`src/rtl/hazard_bp_ctrl_pkg.sv`:
```
// Shared constants, types and helpers for the hazard / branch-prediction controller.
//   BHT_CNT_W  : width of one 2-bit saturating predictor counter
//   BHT_RESET  : counter value after reset (weakly not taken)
//   BHT_MIN/MAX: saturation limits of a predictor counter
//   hz_ctrl_t  : bundle of pipeline control strobes produced by the priority logic
package hazard_bp_ctrl_pkg;

   localparam int unsigned BHT_CNT_W = 2;

   localparam logic [BHT_CNT_W-1:0] BHT_RESET = 2'b01;
   localparam logic [BHT_CNT_W-1:0] BHT_MIN   = 2'b00;
   localparam logic [BHT_CNT_W-1:0] BHT_MAX   = 2'b11;

   typedef struct packed {
      logic stall_if;
      logic stall_id;
      logic flush_id;
      logic flush_ex;
      logic stall_lw;
      logic jr;
   } hz_ctrl_t;

   // Saturating step of one predictor counter toward the resolved outcome.
   function automatic logic [BHT_CNT_W-1:0] bht_next(input logic [BHT_CNT_W-1:0] cur,
                                                     input logic                 taken);
      logic [BHT_CNT_W-1:0] nxt;
      nxt = cur;
      if (taken) begin
         if (cur != BHT_MAX) nxt = cur + BHT_CNT_W'(1);
      end else begin
         if (cur != BHT_MIN) nxt = cur - BHT_CNT_W'(1);
      end
      return nxt;
   endfunction

endpackage

```
`src/rtl/hazard_bp_ctrl_bht_table.sv`:
```
// Branch history table: DEPTH 2-bit saturating counters.
//   clk, rst_n  : clock, async active-low reset (all entries -> BHT_RESET)
//   rd_idx      : lookup index; rd_taken is the MSB of that entry (combinational,
//                 so a same-cycle update at the same index is not yet visible)
//   wr_en       : train the entry at wr_idx toward wr_taken on the rising edge
module bht_table
   import hazard_bp_ctrl_pkg::*;
#(
   parameter int unsigned DEPTH = 16,
   parameter int unsigned IDX_W = 4
) (
   input  logic             clk,
   input  logic             rst_n,
   input  logic [IDX_W-1:0] rd_idx,
   output logic             rd_taken,
   input  logic             wr_en,
   input  logic [IDX_W-1:0] wr_idx,
   input  logic             wr_taken
);

   logic [BHT_CNT_W-1:0] tbl [DEPTH];

   // Prediction is the counter MSB: 2 and 3 mean taken.
   assign rd_taken = tbl[rd_idx][BHT_CNT_W-1];

   // Counter storage with saturating training.
   always_ff @(posedge clk or negedge rst_n) begin
      if (!rst_n) begin
         tbl <= '{default: BHT_RESET};
      end else if (wr_en) begin
         tbl[wr_idx] <= bht_next(tbl[wr_idx], wr_taken);
      end
   end

endmodule

```
`src/rtl/hazard_bp_ctrl.sv`:
```
// Pipeline hazard controller with a 2-bit branch predictor.
//   clk_i, rst_n_i        : clock, async active-low reset
//   id_*                  : source registers / usage / JR flag of the ID instruction
//   ex_memread_i, ex_regdst_i : load-in-EX detection for load-use hazards
//   mem_busy_i            : shared RAM taken by MEM this cycle
//   if_pc_i, pred_taken_o : predictor lookup for the fetch PC
//   ex_isbranch_i, ex_pc_i, ex_taken_i, ex_pred_i : branch resolution / training
//   stall_*, flush_*, stall_LW_o, jr_o : pipeline control (combinational)
//   prewrong_o, precorrc_o: branch outcome vs prediction (combinational)
//   mispredict_cnt_o      : saturating count of mispredicts since reset
module hazard_bp_ctrl
   import hazard_bp_ctrl_pkg::*;
#(
   parameter int unsigned REG_W     = 4,
   parameter int unsigned PC_W      = 16,
   parameter int unsigned BHT_DEPTH = 16,
   parameter int unsigned CNT_W     = 16
) (
   input  logic             clk_i,
   input  logic             rst_n_i,
   input  logic [REG_W-1:0] id_regsrc1_i,
   input  logic [REG_W-1:0] id_regsrc2_i,
   input  logic             id_use1_i,
   input  logic             id_use2_i,
   input  logic             id_isjr_i,
   input  logic             ex_memread_i,
   input  logic [REG_W-1:0] ex_regdst_i,
   input  logic             mem_busy_i,
   input  logic [PC_W-1:0]  if_pc_i,
   input  logic             ex_isbranch_i,
   input  logic [PC_W-1:0]  ex_pc_i,
   input  logic             ex_taken_i,
   input  logic             ex_pred_i,
   output logic             pred_taken_o,
   output logic             stall_if_o,
   output logic             stall_id_o,
   output logic             flush_id_o,
   output logic             flush_ex_o,
   output logic             stall_LW_o,
   output logic             jr_o,
   output logic             prewrong_o,
   output logic             precorrc_o,
   output logic [CNT_W-1:0] mispredict_cnt_o
);

   localparam int unsigned    BHT_IDX_W = $clog2(BHT_DEPTH);
   localparam logic [CNT_W-1:0] CNT_MAX = '1;

   logic     mispred;
   logic     loaduse;
   logic     src1_hit;
   logic     src2_hit;
   hz_ctrl_t ctrl;
   logic [CNT_W-1:0] cnt_q;

   // Only the low PC bits index the table; upper bits intentionally alias.
   logic unused_pc_hi;
   assign unused_pc_hi = ^{if_pc_i, ex_pc_i};

   // Predictor storage, lookup and training.
   bht_table #(
      .DEPTH (BHT_DEPTH),
      .IDX_W (BHT_IDX_W)
   ) u_bht (
      .clk      (clk_i),
      .rst_n    (rst_n_i),
      .rd_idx   (if_pc_i[BHT_IDX_W-1:0]),
      .rd_taken (pred_taken_o),
      .wr_en    (ex_isbranch_i),
      .wr_idx   (ex_pc_i[BHT_IDX_W-1:0]),
      .wr_taken (ex_taken_i)
   );

   // Branch resolution against the prediction carried down the pipe.
   assign mispred    = ex_isbranch_i && (ex_taken_i != ex_pred_i);
   assign prewrong_o = mispred;
   assign precorrc_o = ex_isbranch_i && !mispred;

   // Load-use: JR reads regsrc1 as its target even without id_use1_i.
   assign src1_hit = (id_use1_i || id_isjr_i) && (ex_regdst_i == id_regsrc1_i);
   assign src2_hit = id_use2_i && (ex_regdst_i == id_regsrc2_i);
   assign loaduse  = ex_memread_i && (src1_hit || src2_hit);

   // Priority: mispredict > memory busy > load-use > JR redirect.
   // The load-use stall lasts one cycle because flush_ex pushes the load out of EX.
   always_comb begin
      ctrl = '0;
      if (mispred) begin
         ctrl.flush_id = 1'b1;
         ctrl.flush_ex = 1'b1;
      end else if (mem_busy_i) begin
         ctrl.stall_if = 1'b1;
         ctrl.stall_id = 1'b1;
         ctrl.flush_ex = 1'b1;
      end else if (loaduse) begin
         ctrl.stall_if = 1'b1;
         ctrl.stall_id = 1'b1;
         ctrl.flush_ex = 1'b1;
         ctrl.stall_lw = 1'b1;
      end else if (id_isjr_i) begin
         ctrl.jr       = 1'b1;
         ctrl.flush_id = 1'b1;
      end
   end

   assign stall_if_o = ctrl.stall_if;
   assign stall_id_o = ctrl.stall_id;
   assign flush_id_o = ctrl.flush_id;
   assign flush_ex_o = ctrl.flush_ex;
   assign stall_LW_o = ctrl.stall_lw;
   assign jr_o       = ctrl.jr;

   // Mispredict counter, saturating at all-ones.
   always_ff @(posedge clk_i or negedge rst_n_i) begin
      if (!rst_n_i) begin
         cnt_q <= '0;
      end else if (mispred && (cnt_q != CNT_MAX)) begin
         cnt_q <= cnt_q + CNT_W'(1);
      end
   end

   assign mispredict_cnt_o = cnt_q;

endmodule

```
`config.mk`:
```
export PLATFORM = sky130hd
export DESIGN_NAME = hazard_bp_ctrl
export DESIGN_NICKNAME = d
export VERILOG_FILES = /design/src/rtl/hazard_bp_ctrl_pkg.sv /design/src/rtl/hazard_bp_ctrl_bht_table.sv /design/src/rtl/hazard_bp_ctrl.sv
export SDC_FILE = /design/constraint.sdc
export NUM_CORES = 1
export LEC_CHECK = 0
export ABC_AREA = 1
export CAP_MARGIN = 30
export CORE_MARGIN = 8
export CORE_UTILIZATION = 44
export DETAILED_ROUTE_END_ITERATION = 7
export PLACE_DENSITY = 0.77
export SLEW_MARGIN = 20
export SYNTH_ARGS = -nofsm -noshare
export SYNTH_HDL_FRONTEND = slang
export SYNTH_SLANG_ARGS = --single-unit
```
`constraint.sdc`:
```
create_clock -name clk_i -period 1.3 [get_ports clk_i]
set_clock_uncertainty 0.05 [all_clocks]
set_input_delay 0.195 -clock clk_i [delete_from_list [all_inputs] [get_ports clk_i]]
set_output_delay 0.195 -clock clk_i [all_outputs]
set_load 0.05 [all_outputs]
```
==> flow_summary.json <==
{
  "track_usage": 0.2255,
  "cp.arrival_ns": 1.56,
  "violations": "negative setup slack",
  "tightestPinTransition_ns": 0.4333,
  "area_growth_pct": 82.91,
  "grt_max_degree": 18,
  "worstSetupPathType": "register to output pin",
  "synth_edf_count": 0,
  "drive_gt1_frac": 0.4784,
  "path_max_fanout": 2,
  "end_kind": "output pin",
  "grt_antenna_before_repair": 0,
  "first_pass_iters": 5,
  "dpl.hpwl_um": 6791,
  "syn_inst": 410,
  "async_flop_share": 1.000,
  "nets": 610,
  "drt_wl_total_um": 11970,
  "fin_ws_ns": -0.5027,
  "wl_per_cell_um": 18.91,
  "synth_most_common_cell": "nand2_1",
  "clk_pin_slew_ns": 0.10,
  "syn-num-nets": 465,
  "ir_drop_uv": 1907,
  "root_buffer": "clkbuf_8",
  "max_slew_margin": 0.7111,
  "diodes": 0,
  "layout_min_cycle_time_ns": 1.803,
  "fin_crit_sh": 1.387,
  "worstHoldPathType": "input pin to async pin",
  "netlist_area_um2": 2914,
  "clock_sinks": 48,
  "finalSetupViolations": 60,
  "worst_setup_path_start_kind": "register",
  "htree_levels": 2,
  "maxCapViolations": 0,
  "die_width_um": 97.38,
  "route.vias.total": 3463,
  "hold_viol_final": 0,
  "globalplace.congestion": 0.9600,
  "dp_cells": 601,
  "rows": 29,
  "overflow": 0,
  "clk_latency_ns": 0.32,
  "grt_pass1_wl_um": 17860,
  "rsz0062_at_grt": "true",
  "powerDensity_nw_per_um2": 1235,
  "core_area_um2": 6386,
  "max_freq_mhz": 554.7,
  "maxSlewViolCount": 0,
  "status": "finished with violations",
  "utilization": 0.8346,
  "cts_made_buffers": 5,
  "synth_top_area_cell": "dfrtp_1",
  "synth-seq-area-share": 0.4191,
  "final_cells": 633,
  "pre_cts_ws_ns": -0.7441,
  "p_leak_nw": 2.582,
  "synth.distinct_cells": 29,
  "die_area_um2": 9483,
  "ant_nets": 0,
  "yosysWarnings": 0,
  "die_height_um": 97.38,
  "portBuffers": 54,
  "ys_ff_latch": 48,
  "yosys-top-cells-area": "dfrtp_1 27%, nand2_1 22%, dfstp_2 14%",
  "holdWs_ns": 0.2908,
  "pin_count": 79,
  "yosysTopAreaCellShare": 0.2748,
  "cp.required_ns": 1.05,
  "clockBufferDepth": 2,
  "cts_tree": "done",
  "r2r_slack_ns": -0.39,
  "synth_area_per_cell_um2": 7.107,
  "fillCellCount": 328,
  "drt_iter0_drc": 235,
  "synth_common_cells": "171 x nand2_1, 44 x inv_1, 39 x nor2_1, 32 x dfrtp_1, 24 x nand3_1",
  "start_util": 0.4563,
  "grt_pass1_vias": 3717,
  "via_per_inst": 5.471,
  "yosys_most_used_dff": "dfrtp_1",
  "drc": 0
}
area by class of cell:
class / count / area (µm²) / area share
inverter: 47 / 191.4 / 0.03592
clock buffer: 5 / 68.82 / 0.01291
multi-input combinational: 307 / 2009 / 0.3770
timing repair buffer: 146 / 1687 / 0.3164
clock inverter: 3 / 46.29 / 0.008685
tap: 77 / 96.34 / 0.01808
sequential: 48 / 1231 / 0.2310
per-layer routing:
layer,up-vias,share of wire,GRT usage
li1,1549,-,-
met1,1668,0.38,0.2512
met2,196,0.51,0.4025
met3,50,0.065,0.05761
met4,0,0.043,0.08042
met5,-,0,0
state kept, by name, summed over array words and instances (netlist names):
signal and flops:
u_bht.tbl 32, mispredict_cnt_o 16
power by group:
group | total [mW] | internal, mW | switching (mW)
clock network | 1.14 | 0.580 | 0.565
logic | 3.27 | 1.59 | 1.68
registers | 2.17 | 1.90 | 0.269
total | 6.58 | 4.07 | 2.51
kinds of logic (layout without fill, tap and decap cells):
group	count (synthesis)	in the layout	share of synthesized area
mux	4	4	0.01374
flops	48	48	0.4191
fa+ha+maj	1	1	0.004293
simple gates	256	257	0.3624
xor+xnor	24	24	0.07213
compound gates	21	21	0.04466
buf+inv	56	201	0.08372
layout by cell type (no fill, tap or decap), drive strengths merged, types with 7 or more instances in the layout:
master / n
nand2: 178
buf: 127
inv: 48
nor2: 43
dfrtp: 32
nand3: 24
dfstp: 16
xor2: 14
xnor2: 10
o21ai: 9
clkdlybuf4s50: 7
a21oi: 7
critical path, stage by stage, from the launching register on:
cell and delay, ns:
dfrtp_1 0.41, buf_4 0.15, inv_1 0.05, a21oi_1 0.05, o21ai_1 0.11, o211ai_1 0.12
nand3b_1 0.11, nand2_2 0.07, buf_12 0.15
final timing paths:
kind	start	endpoint	cells after the start
max in group asynchronous	rst_n_i	u_bht.tbl[8]$_DFFE_PN1P_	3
worst max register to register	mispredict_cnt_o[13]$_DFFE_PN0P_	mispredict_cnt_o[8]$_DFFE_PN0P_	7
worst min register to register	u_bht.tbl[28]$_DFFE_PN1P_	u_bht.tbl[28]$_DFFE_PN1P_	2
worst min-delay path	rst_n_i	u_bht.tbl[21]$_DFFE_PN0P_	2
min in group clk_i	u_bht.tbl[28]$_DFFE_PN1P_	u_bht.tbl[28]$_DFFE_PN1P_	2
worst max-delay path	u_bht.tbl[21]$_DFFE_PN0P_	pred_taken_o	8
what timing repair did:
action                     CTS  global route
buffers inserted            15            10
setup endpoints to repair   63            67
hold endpoints to repair     7             0
gates cloned                 3             0
pin swaps                   43            35
hold buffers                 1             0
gates resized for setup    148            52
metrics by stage:
| stage | area, µm² | power, mW | setup TNS, ns |
|---|---|---|---|
| after floorplan | 3117 | 3.335 | -7.209 |
| after global placement | 4502 | 4.546 | -33.84 |
| after detailed placement | 4502 | 4.619 | -35.59 |
| after CTS | 5069 | 6.172 | -15.65 |
| after global routing | 5330 | 6.837 | -23.60 |
| final | 5330 | 6.582 | -19.21 |
Power figures use the tool's default switching activity.
